$ cat config.mk
export PLATFORM = sky130hd
export DESIGN_NAME = sevenseg_capture_flat
export DESIGN_NICKNAME = d
export VERILOG_FILES = /design/src/rtl/sevenseg_pkg.sv /design/src/rtl/sevenseg_capture_if.sv /design/src/rtl/sevenseg_capture_seg_decode.sv /design/src/rtl/sevenseg_capture.sv /design/src/flat_wrapper.sv
export SDC_FILE = /design/constraint.sdc
export NUM_CORES = 1
export LEC_CHECK = 0
export CAP_MARGIN = 25
export CORE_MARGIN = 8
export CORE_UTILIZATION = 62
export DETAILED_ROUTE_END_ITERATION = 16
export PLACE_DENSITY = 0.84
export SLEW_MARGIN = 20
export SYNTH_ARGS = -nofsm -noshare
export SYNTH_HDL_FRONTEND = slang
export SYNTH_SLANG_ARGS = --single-unit
$ cat constraint.sdc
create_clock -name CLK -period 7 [get_ports CLK]
set_clock_uncertainty 0.2 [all_clocks]
set_input_delay 1.4 -clock CLK [delete_from_list [all_inputs] [get_ports CLK]]
set_output_delay 1.4 -clock CLK [all_outputs]
set_load 0.05 [all_outputs]
$ cat src/rtl/sevenseg_pkg.sv
// Shared definitions for the two-digit multiplexed seven-segment bus.
// Used by both the display driver and the capture monitor.
//   - SEG_CODES : active-low segment patterns (bit order g..a) for 0..F
//   - SEG_ERR   : pattern the driver emits for an unrepresentable value
//   - AN_*      : active-low anode selects
//   - frame_state_t : frame reassembly state of the capture side
package sevenseg_pkg;

    localparam logic [6:0] SEG_CODES [16] = '{
        7'b1000000, 7'b1111001, 7'b0100100, 7'b0110000,
        7'b0011001, 7'b0010010, 7'b0000010, 7'b1111000,
        7'b0000000, 7'b0010000, 7'b0001000, 7'b0000011,
        7'b1000110, 7'b0100001, 7'b0000110, 7'b0001110
    };

    localparam logic [6:0] SEG_ERR = 7'b1010101;
    localparam logic [6:0] SEG_OFF = 7'b1111111;

    localparam logic [3:0] AN_D0  = 4'b1110;
    localparam logic [3:0] AN_D1  = 4'b1101;
    localparam logic [3:0] AN_OFF = 4'b1111;

    typedef enum logic [1:0] {
        EMPTY = 2'd0,
        GOT0  = 2'd1,
        GOT1  = 2'd2
    } frame_state_t;

endpackage

$ cat src/rtl/sevenseg_capture_if.sv
// Bundle between the snooped display bus and the capture monitor.
//   an, seg : active-low anode / segment lines (driven by the display side)
//   num     : last committed {digit1, digit0}
//   valid   : one-cycle pulse when num updates
//   idle    : bus blank for at least the idle timeout
//   err     : one-cycle pulse on an accepted illegal pattern
//   state   : frame FSM state, exposed for debug/checkers
// Handshake: valid and err are single-cycle, unacknowledged pulses; there is
// no backpressure, the consumer must sample them on the cycle they are high.
interface sevenseg_capture_if;
    import sevenseg_pkg::*;

    logic [3:0]   an;
    logic [6:0]   seg;
    logic [7:0]   num;
    logic         valid;
    logic         idle;
    logic         err;
    frame_state_t state;

    modport master (
        output an, seg,
        input  num, valid, idle, err, state
    );

    modport slave (
        input  an, seg,
        output num, valid, idle, err, state
    );

endinterface

$ cat src/rtl/sevenseg_capture_seg_decode.sv
// Combinational inverse of the driver's segment table.
//   seg    : active-low segment pattern, g..a
//   legal  : pattern is one of the 16 hex codes
//   nibble : decoded value (0 when not legal)
module seg_decode
    import sevenseg_pkg::*;
(
    input  logic [6:0] seg,
    output logic       legal,
    output logic [3:0] nibble
);

    always_comb begin
        legal  = 1'b0;
        nibble = 4'h0;
        for (int i = 0; i < 16; i++) begin
            if (seg == SEG_CODES[i]) begin
                legal  = 1'b1;
                nibble = 4'(i);
            end
        end
    end

endmodule

$ cat src/rtl/sevenseg_capture.sv
// Snooping receiver for the two-digit multiplexed seven-segment bus.
// Registers {an,seg}, accepts a pattern once it has held for STABLE_CYCLES
// samples, decodes it and reassembles {digit1,digit0} into num.
//   CLK, RST : clock, asynchronous active-high reset
//   bus      : slave side of sevenseg_capture_if (an/seg in, num/valid/idle/err/state out)
module sevenseg_capture
    import sevenseg_pkg::*;
#(
    parameter int STABLE_CYCLES = 4,
    parameter int IDLE_TIMEOUT  = 600000
) (
    input  logic              CLK,
    input  logic              RST,
    sevenseg_capture_if.slave bus
);

    localparam int SW = $clog2(STABLE_CYCLES + 1);
    localparam int IW = $clog2(IDLE_TIMEOUT + 1);
    localparam logic [SW-1:0] STAB_LAST = SW'(STABLE_CYCLES - 1);
    localparam logic [SW-1:0] STAB_MAX  = SW'(STABLE_CYCLES);
    localparam logic [IW-1:0] IDLE_MAX  = IW'(IDLE_TIMEOUT);

    logic [10:0]  din, in_q;
    logic [3:0]   an_q;
    logic [SW-1:0] stab_cnt;
    logic          run_done;
    logic [IW-1:0] idle_cnt, idle_nxt;
    logic          idle_rise;
    logic          accept;
    logic          legal;
    logic [3:0]    nibble;
    logic          cap_d0, cap_d1, acc_err, commit;
    logic [7:0]    num_d;
    frame_state_t  state_q, state_d;
    logic [7:0]    num_q;
    logic [3:0]    d0_q, d1_q;
    logic          valid_q, err_q;

    assign din  = {bus.an, bus.seg};
    assign an_q = in_q[10:7];

    seg_decode u_dec (
        .seg    (in_q[6:0]),
        .legal  (legal),
        .nibble (nibble)
    );

    // One accept per stable run: run_done blocks repeats until the input changes.
    assign accept = (stab_cnt == STAB_LAST) && !run_done;

    // The idle count follows the sample being registered this edge, so idle
    // rises on the edge that registers the last required blank sample.
    always_comb begin
        idle_nxt = '0;
        if (din[10:7] == AN_OFF) begin
            idle_nxt = (idle_cnt == IDLE_MAX) ? idle_cnt : idle_cnt + IW'(1);
        end
    end

    assign idle_rise = (idle_nxt == IDLE_MAX) && (idle_cnt != IDLE_MAX);

    always_ff @(posedge CLK or posedge RST) begin
        if (RST) begin
            in_q     <= {AN_OFF, SEG_OFF};
            stab_cnt <= '0;
            run_done <= 1'b0;
            idle_cnt <= '0;
        end else begin
            in_q     <= din;
            idle_cnt <= idle_nxt;
            if (din == in_q) begin
                if (stab_cnt != STAB_MAX) stab_cnt <= stab_cnt + SW'(1);
                if (accept) run_done <= 1'b1;
            end else begin
                stab_cnt <= '0;
                run_done <= 1'b0;
            end
        end
    end

    // Classify the accepted pattern. A blank bus is neither captured nor an error.
    always_comb begin
        cap_d0  = accept && (an_q == AN_D0) && legal;
        cap_d1  = accept && (an_q == AN_D1) && legal;
        acc_err = accept && (((an_q != AN_D0) && (an_q != AN_D1) && (an_q != AN_OFF)) ||
                             (((an_q == AN_D0) || (an_q == AN_D1)) && !legal));
    end

    // Frame FSM: state register
    always_ff @(posedge CLK or posedge RST) begin
        if (RST) state_q <= EMPTY;
        else     state_q <= state_d;
    end

    // Frame FSM: next state
    always_comb begin
        state_d = state_q;
        if (idle_rise) begin
            state_d = EMPTY;
        end else begin
            case (state_q)
                EMPTY: begin
                    if (cap_d0)      state_d = GOT0;
                    else if (cap_d1) state_d = GOT1;
                end
                GOT0:    if (cap_d1) state_d = EMPTY;
                GOT1:    if (cap_d0) state_d = EMPTY;
                default: state_d = EMPTY;
            endcase
        end
    end

    // Frame FSM: outputs. A frame completes when the opposite digit arrives.
    always_comb begin
        commit = !idle_rise && (((state_q == GOT0) && cap_d1) ||
                                ((state_q == GOT1) && cap_d0));
        num_d  = {cap_d1 ? nibble : d1_q, cap_d0 ? nibble : d0_q};
    end

    always_ff @(posedge CLK or posedge RST) begin
        if (RST) begin
            num_q   <= '0;
            d0_q    <= '0;
            d1_q    <= '0;
            valid_q <= 1'b0;
            err_q   <= 1'b0;
        end else begin
            valid_q <= commit;
            err_q   <= acc_err;
            if (cap_d0) d0_q <= nibble;
            if (cap_d1) d1_q <= nibble;
            if (commit) num_q <= num_d;
        end
    end

    assign bus.num   = num_q;
    assign bus.valid = valid_q;
    assign bus.err   = err_q;
    assign bus.idle  = (idle_cnt == IDLE_MAX);
    assign bus.state = state_q;

endmodule

$ cat src/flat_wrapper.sv
// flat-port wrapper written by rule: the top's interface ports become plain ports
module sevenseg_capture_flat import sevenseg_pkg::*;
#(
    parameter int STABLE_CYCLES = 4,
    parameter int IDLE_TIMEOUT  = 600000
)
  (CLK, RST, bus_an, bus_seg, bus_num, bus_valid, bus_idle, bus_err, bus_state);
  sevenseg_capture_if bus_i ();
  input  logic CLK;
  input  logic RST;
  input wire logic [$bits(bus_i.an)-1:0] bus_an;
  input wire logic [$bits(bus_i.seg)-1:0] bus_seg;
  output wire logic [$bits(bus_i.num)-1:0] bus_num;
  output wire logic [$bits(bus_i.valid)-1:0] bus_valid;
  output wire logic [$bits(bus_i.idle)-1:0] bus_idle;
  output wire logic [$bits(bus_i.err)-1:0] bus_err;
  output wire logic [$bits(bus_i.state)-1:0] bus_state;
  assign bus_i.an = bus_an;
  assign bus_i.seg = bus_seg;
  assign bus_num = bus_i.num;
  assign bus_valid = bus_i.valid;
  assign bus_idle = bus_i.idle;
  assign bus_err = bus_i.err;
  assign bus_state = bus_i.state;
  sevenseg_capture #(.STABLE_CYCLES(STABLE_CYCLES), .IDLE_TIMEOUT(IDLE_TIMEOUT)) u_core (.CLK(CLK), .RST(RST), .bus(bus_i));
endmodule
Word-level counts from Yosys, hierarchy flattened
Index checks and enable logic that the tools add are counted.
{"block": "word_totals", "regBits": 55, "in_bits": 13, "out_inout_bits": 13, "word_cells": 113}
{"block": "classes", "n_addsub": 2, "eq_ne": 34, "muxes": 45, "n_reduce_logical": 22}
{"operator": "$mux W4", "n": 16}
{"operator": "$eq A20 B20 Y1 const B", "n": 2}
{"operator": "$mux W20", "n": 2}
{"operator": "$eq A7 B7 Y1 const B", "n": 4}
{"operator": "$eq A7 B5 Y1 const B", "n": 3}
{"operator": "$eq A7 B6 Y1 const B", "n": 3}
{"operator": "$add A20 B1 Y20 const B", "n": 1}
{"operator": "$ne A20 B20 Y1 const B", "n": 1}
{"operator": "$mux W1", "n": 19}
{"operator": "$eq A7 B2 Y1 const B", "n": 2}
{"operator": "$eq A7 B4 Y1 const B", "n": 2}
{"operator": "$logic_and A1 B1 Y1", "n": 13}
{"operator": "$eq A4 B4 Y1 const B", "n": 3}
{"operator": "$ne A4 B4 Y1 const B", "n": 3}
{"operator": "$eq A11 B11 Y1", "n": 1}
{"operator": "$mux W2", "n": 5}
{"operator": "$eq A7 B3 Y1 const B", "n": 1}
{"operator": "$logic_not A7 Y1", "n": 1}
{"operator": "$mux W3", "n": 2}
{"operator": "$ne A3 B1 Y1 const B", "n": 2}
{"operator": "$pmux W2 S3", "n": 1}
{"operator": "$ne A4 B1 Y1 const B", "n": 1}
{"operator": "$add A3 B1 Y3 const B", "n": 1}
{"operator": "$eq A3 B2 Y1 const B", "n": 1}
{"operator": "other kinds (9)", "n": 13}

Logic depth before layout (Yosys ltp)
Gate-level depths: netlist of run 1.
{"block": "depth", "word_depth": 22, "mapped_depth": 9, "depth_no_buf": 9}

Cells and area by module
A second synthesis of run 1 with hierarchy kept.
{"block": "unflattened", "hier_cells": 301, "area_unflattened_um2": 3071.7}
{"mod": "sevenseg_capture", "n_inst": 1, "cells_each": 246, "area_per_inst_um2": 2742.6, "seq_area_each_um2": 1390.1}
{"mod": "seg_decode", "n_inst": 1, "cells_each": 55, "area_per_inst_um2": 329.1, "seq_area_each_um2": 0.0}

Worst setup path after synthesis of run 1
Ideal clock, no wire load.
{"block": "synth_timing", "kind": "register to output", "start": "register u_core.idle_cnt[3]", "end": "output bus_idle", "arrival_ps": 1952, "t_required_ps": 5400, "slack_ps": 3448, "path_stages_with_launch": 5, "path_buffers": 1, "cell_sequence": "dfrtp_1 > buf_6 > or3_1 > or3_4 > nor4_4"}
{"block": "synth_between", "elab_chain_len": 1}
{"item": "from (decl)", "line": "sevenseg_capture.sv:27", "source": "logic [IW-1:0] idle_cnt, idle_nxt;"}
{"item": "from (signal assigned)", "line": "sevenseg_capture.sv:70", "source": "idle_cnt <= idle_nxt;"}
{"item": "$eq A20 B20 Y1", "line": "sevenseg_capture.sv:139", "source": "assign bus.idle = (idle_cnt == IDLE_MAX);"}
{"item": "to (decl)", "line": "flat_wrapper.sv:15", "source": "output wire logic [$bits(bus_i.idle)-1:0] bus_idle;"}
No other way between the ends.

Final worst setup path of run 1
{"block": "layout_timing", "start": "register u_core.idle_cnt[4]", "end": "output bus_idle"}
The elaborated chain is that of the path after synthesis.

==> impl_results.md, run 1 <==
- Outcome: completed
- Pwr per Cell Area: 170 mW/mm²
- CTS buffer count: 5
- Rows: 25
- Max-slew violations: 0
- Routed Antenna Nets: 0
- Top cells by count, synth: 44 x dfrtp_1, 28 x nor2_1, 23 x nand2_1
- Setup Total Neg Slack: 0 ns
- Crit path arrival time: 2.91 ns
- Worst-path clk slew: 0.10 ns
- CTS H-tree lvls: 2
- I/O Pins: 26
- First DRT Iteration DRCs: 193
- Vias in the first global route: 2188
- DIE WIDTH: between 80 and 90 µm
- Synth Instances: 305
- Top Family by Delay on Critical Path: simple AND/OR/NAND/NOR gates
- Clock Path Buffers: 2
- Post-cts repair resize count: 0
- Nets: ~340
- First-pass GRT wire length: 10.9 mm
- Max Cap Violations: 0
- Setup ws final: roughly 2.5 ns
- Hpwl dp: between 4 and 5 mm
- Ant diodes: 0
- Synth top area share: 36.2%
- Synthesized area: 0.00305 mm²
- DR vias: around 2300
- DIE AREA: 0.00741 mm²
- HP Class: flop to flop
- Kind of critical path: flop to output port
- Hold Vio Cnt, Final: 0
- Worst-Margin Slew: between 0.9 and 1 ns
- CTS tree: built
- Total GRT Usage: ~18%
- Clk sinks: 55
- Worst Setup End Kind: output port
- Slowest cell on the critical path: clkdlybuf4s50_1
- WL per Instance: 16.1 µm
- Initial antenna violation count: 0
- R2R Setup Slk: 3.72 ns
- Internal power: 448 µW
- FF-to-FF path depth: 8
- CP max stage delay: 0.90 ns
- Reg-to-Reg End: u_core.bus.num[6]
- Clock Latency Late Sink: ~0.31 ns
- Synth warn: 0
- Crit path depth: 4
- Gpl congestion: 0.915
- Total Power: a little under 600 µW
- Drt first pass iters: 4
- CP Launch Type: flop
- Vert. Die Dim: 86.1 µm
- Max Fanout on Critical Path: 7
- Area delta synth->final: 12.9%
- Clk pwr share: 36.8%
- Initial core utilization: 64.5%
- CP cell instances: or3_1, or3_4, nor4_4, clkdlybuf4s50_1
- Layout cell share with drive strength beyond 1: 13.9%
- IO buf count: 25
- Hold-fix buffers at CTS: 0
- Number of enable flip-flop cells after synthesis: 0
- CP Capture Point: bus_idle
- Main area contributors after synthesis: dfrtp_1 36%, dfstp_2 9.5%, xor2_1 6.0%
- Worst setup path startpoint: u_core.idle_cnt[4]
- Flop pwr share: 57.2%
- Yosys reg bits: 55
- Largest net degree at the start of global routing: 56
- # fillers: roughly 340
- DR DRC count: 0
- DP Cell Count: 383
- Bufs and invs on worst path: 1
- Root buf cell: clkbuf_8
- Top-count cell post-synth: dfrtp_1
- Net Switching: 136 µW
- Synth Flop Type: dfrtp_1
- Combinational share of power: 6.0%
- Final setup viols: 0
- Synth async-reset ratio: between 90% and 100%
- Sequential cell area fraction in the yosys report: 45.6%
- Placeable Area: 0.00472 mm²
- Minimum clock period: 4.51 ns
- Post-CTS setup repair buffer count: 0
- Post-detailed-routing wire length: about 6.3 mm
- Maximum vdd drop: between 100 and 150 µV
- Fmax: 222 MHz
- Total global routing overflow: 0
- Critical Path RT: between 5 and 6 ns
- DP Worst Slack: 2.65 ns
- Area leader, netlist: dfrtp_1
- FF-to-FF Start: u_core.idle_cnt[0]
- Unrepaired setup endpoints after global routing: false
- Syn Area/Cell: 9.98 µm²
- Post-Synthesis Net Count: 323
- Rel. slew slack: 39.5%
- Cell Count, Final, Fillers Out: about 390
- Final period utilization: between 60 and 70%
- Pleak: 1.37 nW
- Net Sw Frac: 23.3%
- Vias per cell: 5.83
- Netlist cell types: 63
sequential cells by signal, summed over array words and instances, names as in the netlist:
name and cells:
u_core.d0_q 4, u_core.stab_cnt 3, u_core.bus.err 1, u_core.bus.num 8, u_core.bus.state 2, u_core.bus.valid 1
u_core.d1_q 4, u_core.in_q 11, u_core.idle_cnt 20, u_core.run_done 1
final cells by class:
type	instances	area, µm²	area share [%]
Clock inverter	3	46.3	1.35
Inverter	14	52.6	1.53
Timing Repair Buffer	26	258	7.50
Tap cell	67	83.8	2.44
Clock buffer	5	68.8	2.00
Sequential cell	55	1390	40.4
Multi-Input combinational cell	221	1540	44.7
through the flow:
step | area, µm² | hold WS, ns | util [%]
6_report | 3440 | 0.253 | 72.8
4_1_cts | 3440 | 0.247 | 72.8
2_1_floorplan | 3050 | 0.215 | -
5_1_grt | 3440 | 0.292 | 72.8
3_3_place_gp | 3320 | 0.228 | 70.3
3_5_place_dp | 3320 | 0.237 | 70.3
worst min path at each step:
stage                     from              to  slack, ns  cells past startpoint
2_1_floorplan  u_core.run_done  u_core.bus.err       0.22                      1
3_3_place_gp   u_core.run_done  u_core.bus.err       0.23                      1
3_5_place_dp   u_core.run_done  u_core.bus.err       0.24                      1
4_1_cts        u_core.run_done  u_core.bus.err       0.25                      1
5_1_grt        u_core.run_done  u_core.bus.err       0.29                      1
6_report       u_core.run_done  u_core.bus.err       0.25                      1
cell families after synthesis:
logic type               share of synthesized area, %
flip-flops                                       45.6
adder cells (fa/ha/maj)                          2.38
buffers and inverters                            3.86
AND/OR/NAND/NOR                                  23.7
multiplexers                                     5.09
AO/OA/AOI/OAI                                    11.3
XOR/XNOR                                         8.05
placed cells by master, fill, tap and decap left out, types with 7 or more instances in the layout:
| cell type | instances |
|---|---|
| xnor2_1 | 7 |
| nor3_1 | 10 |
| clkdlybuf4s50_1 | 25 |
| nand2_1 | 23 |
| dfstp_2 | 11 |
| nor2_1 | 28 |
| dfrtp_1 | 44 |
| xor2_1 | 21 |
| a21oi_1 | 17 |
| mux2_2 | 12 |
| inv_1 | 13 |
| nand3_1 | 8 |
power by group through the flow:
stage	clock (mW)	combinational (mW)	sequential (mW)
2_1_floorplan	0	0.0267	0.333
3_3_place_gp	0	0.0343	0.340
3_5_place_dp	0	0.0354	0.340
4_1_cts	0.219	0.0359	0.334
5_1_grt	0.230	0.0394	0.336
6_report	0.215	0.0352	0.334
per-layer routing:
metal | track usage, % | up-vias | routed length (µm)
li1 | - | 1125 | -
met1 | 25.9 | 1115 | 3180
met2 | 27.4 | 34 | 2860
met3 | 4.11 | 7 | 196
met4 | 5.25 | 0 | 70
met5 | 0 | - | 0
Note: power is estimated with default switching activity, not from simulation.
==> run 2: changes to the inputs <==
--- a/config.mk
+++ b/config.mk
@@ -7,9 +7,9 @@
 export LEC_CHECK = 0
 export CAP_MARGIN = 25
 export CORE_MARGIN = 8
-export CORE_UTILIZATION = 62
+export CORE_UTILIZATION = 58
 export DETAILED_ROUTE_END_ITERATION = 16
-export PLACE_DENSITY = 0.84
+export PLACE_DENSITY = 0.79
 export SLEW_MARGIN = 20
 export SYNTH_ARGS = -nofsm -noshare
 export SYNTH_HDL_FRONTEND = slang
==> constraint.sdc (replaced) <==
create_clock -name CLK -period 4.22 [get_ports CLK]
set_clock_uncertainty 0.2 [all_clocks]
set_input_delay 0.844 -clock CLK [delete_from_list [all_inputs] [get_ports CLK]]
set_output_delay 0.844 -clock CLK [all_outputs]
set_load 0.05 [all_outputs]
==> run 2 against run 1 <==
  * Cell count grew 1.3%
  * Core utilization down 5.0 points
  * Sequential power is 66% higher
  * Sequential share of layout area did not move
  * Wire length up 1.8%
  * Critical path type unchanged
  * Critical endpoint unchanged
==> impl_results.md, run 2 (synthesized netlist as in run 1, its figures left out) <==
- Rel. slew slack: 53.9%
- DIE WIDTH: 88.5 µm
- Worst-Margin Slew: 0.683 ns
- Kind of critical path: flop to output port
- IO buf count: 25
- Hold-fix buffers at CTS: 0
- Unrepaired setup endpoints after global routing: false
- Crit path arrival time: ~2.8 ns
- Initial antenna violation count: 0
- Max Fanout on Critical Path: 7
- Layout cell share with drive strength beyond 1: 14.4%
- Hpwl dp: 4.63 mm
- Final period utilization: 91.8%
- FF-to-FF path depth: 8
- Core Util, Final: 67.7%
- Worst Setup End Kind: output port
- First DRT Iteration DRCs: 162
- Reg-to-Reg End: u_core.bus.num[2]
- Outcome: completed
- Drt first pass iters: 7
- Clock Path Buffers: 2
- Gpl congestion: 0.929
- Vias per cell: just under 6
- Critical Path RT: ~3.2 ns
- Ant diodes: 0
- HP Class: flop to flop
- CTS H-tree lvls: 2
- Vias in the first global route: 2213
- DR DRC count: 0
- Final setup viols: 0
- Nets: 343
- Total global routing overflow: 0
- Post-cts repair resize count: 0
- CTS buffer count: 5
- Pwr per Cell Area: between 200 and 300 mW/mm²
- Initial core utilization: between 60% and 70%
- Pleak: 1.37 nW
- CP cell instances: or3_1, or3_4, nor4_4, clkdlybuf4s50_1
- FF-to-FF Start: u_core.idle_cnt[0]
- Setup Total Neg Slack: 0 ns
- Fmax: approximately 260 MHz
- R2R Setup Slk: 0.90 ns
- Post-detailed-routing wire length: 6.41 mm
- Hold Crit Depth: 1
- Root buf cell: clkbuf_8
- Bufs and invs on worst path: 1
- Hold Startpoint: u_core.run_done
- Largest register by flop count: u_core.idle_cnt
- Placeable Area: 0.00507 mm²
- Worst Hold End: u_core.bus.err
- Vert. Die Dim: 88.5 µm
- Max-slew violations: 0
- DIE AREA: 0.00783 mm²
- Minimum clock period: 3.87 ns
- Top Family by Delay on Critical Path: simple AND/OR/NAND/NOR gates
- I/O Pins: 26
- # fillers: 420
- DR vias: 2340
- Routed Antenna Nets: 0
- CP Launch Type: flop
- Post-CTS setup repair buffer count: 0
- First-pass GRT wire length: 10.8 mm
- CTS tree: built
- Commonest non-fill, non-tap cell in the layout: dfrtp_1
- CP max stage delay: 0.88 ns
- Most frequent cells in the layout: 44 x dfrtp_1, 28 x nor2_1, 25 x clkdlybuf4s50_1, 23 x nand2_1, 21 x xor2_1
- Max Cap Violations: 0
- Worst-path clk slew: 0.10 ns
- Maximum vdd drop: 240 µV
- WL per Instance: 16.2 µm
- Slowest cell on the critical path: clkdlybuf4s50_1
- Hold Vio Cnt, Final: 0
- Rows: 26
- Clock Latency Late Sink: 0.31 ns
- Max reg flops: 20
- Total GRT Usage: ~18%
- Area delta synth->final: 12.9%
- Clk sinks: 55
- Largest net degree at the start of global routing: 32
[run 2: changes by cell type in the layout (fill, tap and decap cells not counted), sizes merged]
cell,before,now
buf,1,3
inv,15,16
bufinv,1,0
[run 2: worst max-delay path by stage]
stage	start	end	slack [ns]	cells past startpoint
2_1_floorplan	u_core.idle_cnt[3]	u_core.bus.num[0]	0.87	8
4_1_cts	u_core.idle_cnt[4]	bus_idle	0.34	4
3_5_place_dp	bus_an[1]	u_core.bus.num[3]	0.58	7
3_3_place_gp	bus_an[1]	u_core.bus.num[4]	0.65	7
6_report	u_core.idle_cnt[4]	bus_idle	0.35	4
5_1_grt	u_core.idle_cnt[4]	bus_idle	0.22	4
[run 2: per-layer routing]
layer  track usage, %  share of wire, %  up-vias
met3             3.90               5.5       13
met5                0                 0        -
li1                 -                 -     1126
met2             27.2                45       67
met4             5.84               1.9        0
met1             23.6                48     1134
[run 2: stage by stage]
step / hold WS (ns) / setup WS [ns] / total power [mW] / cells / instance area [µm²]
floorplan: 0.215 / 0.866 / 0.596 / 305 / 3050
finish: 0.256 / 0.347 / 0.922 / 396 / 3440
detailed placement: 0.244 / 0.584 / 0.624 / 388 / 3340
CTS: 0.260 / 0.337 / 0.931 / 396 / 3440
global route: 0.267 / 0.215 / 0.961 / 396 / 3440
global placement: 0.233 / 0.650 / 0.622 / 388 / 3340
[run 2: area by class of cell]
type	count	area [µm²]	area share [%]
Clock buffer	5	68.8	2.00
Clock inverter	3	27.5	0.801
Inverter	14	52.6	1.53
Multi-Input combinational cell	221	1540	44.7
Sequential cell	55	1390	40.4
Tap cell	70	87.6	2.55
Timing Repair Buffer	28	273	7.94
[run 2: worst reg2reg max path, cell delays in order (launching register included)]
cell      delay, ns
dfrtp_1        0.47
ha_1           0.42
inv_1          0.08
or4_4          0.55
or3_1          0.32
a21oi_1        0.24
nand4b_1       0.22
o21ai_4        0.34
mux2_2         0.38
[run 2: power by group]
group	total (mW)	internal (mW)	switching (mW)
Combinational	0.0594	0.0284	0.0310
Clock	0.308	0.123	0.185
Sequential	0.554	0.537	0.0171
Total	0.922	0.689	0.233
==> run 3: changes to the inputs <==
--- a/config.mk
+++ b/config.mk
@@ -6,10 +6,11 @@
 export NUM_CORES = 1
 export LEC_CHECK = 0
 export CAP_MARGIN = 25
+export CORE_ASPECT_RATIO = 0.5
 export CORE_MARGIN = 8
 export CORE_UTILIZATION = 58
 export DETAILED_ROUTE_END_ITERATION = 16
-export PLACE_DENSITY = 0.79
+export PLACE_DENSITY = 0.8
 export SLEW_MARGIN = 20
 export SYNTH_ARGS = -nofsm -noshare
 export SYNTH_HDL_FRONTEND = slang
==> run 3 against run 2 <==
  * Sequential power about the same
  * Cell count unchanged
  * Core utilization increased by 2.1 points
  * Worst hold slack better by 0.028 ns
  * Maximum frequency shrank 1.4%
  * Worst setup slack got worse by 0.054 ns
  * Critical endpoint unchanged
  * Largest cell class unchanged
  * Largest power group unchanged
==> impl_results.md, run 3 (synthesized netlist as in run 1, its figures left out) <==
- Hold Crit Depth: 1
- Hold Vio Cnt, Final: 0
- Max Fanout on Critical Path: 7
- Rows: 18
- HP Class: flop to flop
- Most frequent cells in the layout: 44 x dfrtp_1, 28 x nor2_1, 25 x clkdlybuf4s50_1, 23 x nand2_1, 21 x xor2_1
- Post-CTS setup repair buffer count: 0
- Initial antenna violation count: 0
- Rel. slew slack: 46.3%
- Kind of critical path: flop to output port
- Pwr per Cell Area: approximately 280 mW/mm²
- Final instance area: between 0.003 and 0.004 mm²
- CTS tree: built
- Outcome: completed
- Area delta synth->final: 14.7%
- First-pass GRT wire length: 11.1 mm
- DR vias: 2344
- Worst Setup End Kind: output port
- Hpwl dp: about 4.8 mm
- Core Util, Final: 69.8%
- DR DRC count: 0
- Max Cap Violations: 0
- First DRT Iteration DRCs: 158
- Total global routing overflow: 0
- # fillers: 382
- FF/Latch Area: 0.00139 mm²
- Max reg flops: 20
- Clk sinks: 55
- Maximum vdd drop: between 150 and 200 µV
- WL per Instance: 16.4 µm
- CP Launch Type: flop
- I/O Pins: 26
- Worst-path clk slew: 0.11 ns
- Top Family by Delay on Critical Path: simple AND/OR/NAND/NOR gates
- Minimum clock period: 3.93 ns
- DIE WIDTH: 118 µm
- Layout cell share with drive strength beyond 1: between 10% and 20%
- Vias in the first global route: around 2300
- Drt first pass iters: 4
- Setup Total Neg Slack: 0 ns
- DP Area: between 0.003 and 0.004 mm²
- DIE AREA: 0.00797 mm²
- Worst hold slack: between 0.2 and 0.3 ns
- CTS H-tree lvls: 2
- Clock Latency Late Sink: between 0.3 and 0.4 ns
- Hold-fix buffers at CTS: 0
- Slowest cell on the critical path: clkdlybuf4s50_1
- CTS buffer count: 5
- Clock Path Buffers: 2
- Vias per cell: approximately 5.9
- Final setup viols: 0
- Initial core utilization: 60.9%
- Post-detailed-routing wire length: 6.49 mm
- Commonest non-fill, non-tap cell in the layout: dfrtp_1
- Critical Path RT: around 3.2 ns
- CP cell instances: or3_1, or3_4, nor4_4, clkdlybuf4s50_1
- Final period utilization: 93.1%
- Total GRT Usage: between 10% and 20%
- IO buf count: 25
- Vert. Die Dim: 67.2 µm
- Routed Antenna Nets: 0
- Worst-Margin Slew: 0.795 ns
- Largest net degree at the start of global routing: 24
- Area of the multi-input gates: 0.00154 mm²
- Root buf cell: clkbuf_8
- Crit path arrival time: ~2.9 ns
- Ant diodes: 0
- Fmax: 255 MHz
- Nets: 343
- Placeable Area: approximately 0.005 mm²
- FF-to-FF path depth: 8
- CP max stage delay: 0.89 ns
- Max-slew violations: 0
- Crit path depth: 4
- Post-cts repair resize count: 0
- Gpl congestion: 0.828
- Largest register by flop count: u_core.idle_cnt
- Pleak: about 1.4 nW
- Unrepaired setup endpoints after global routing: false
- Bufs and invs on worst path: 1
==> run 3: cell count changes in the layout (fill, tap and decap cells not counted) <==
cell and change:
buf_16 +2, buf_4 -2, clkbuf_16 +1, clkinv_4 +1, clkinvlp_4 -1, inv_8 -1
==> run 3: stage by stage <==
step | setup WS (ns) | instances | total power, mW
floorplan | 0.866 | 305 | 0.596
global placement | 0.703 | 386 | 0.619
detailed placement | 0.559 | 388 | 0.629
CTS | 0.274 | 396 | 0.968
global route | 0.163 | 396 | 0.998
finish | 0.293 | 396 | 0.961
==> run 3: path summary, 6_finish.rpt <==
check	startpoint	endpoint	slack (ns)
setup / recovery	u_core.idle_cnt[4]	bus_idle	0.29
hold / removal	u_core.run_done	u_core.bus.err	0.28
setup reg to reg	u_core.idle_cnt[0]	u_core.bus.num[6]	0.99
hold reg to reg	u_core.run_done	u_core.bus.err	0.28
max in group asynchronous	RST	u_core.in_q[2]	2.56
min in group asynchronous	RST	u_core.idle_cnt[8]	0.59
==> run 3: area by class of cell <==
type / count / area share, %
well taps: 70 / 2.51
multi-input cells: 221 / 44.0
clock buffers: 6 / 2.69
repair buffers: 28 / 8.96
flip-flops and latches: 55 / 39.8
clock inverters: 2 / 0.502
inverters: 14 / 1.50
==> run 3: layer usage <==
layer	part of all wire, %	up-vias	GRT usage, %
li1	-	1128	-
met2	49	42	29.4
met3	3.2	7	3.33
met1	47	1167	20.9
met5	0	-	0
met4	1.3	0	7.80
==> run 3: power breakdown <==
part | switching, mW | total [mW] | internal (mW)
clock network | 0.185 | 0.342 | 0.156
registers | 0.0175 | 0.555 | 0.537
logic | 0.0319 | 0.0643 | 0.0324
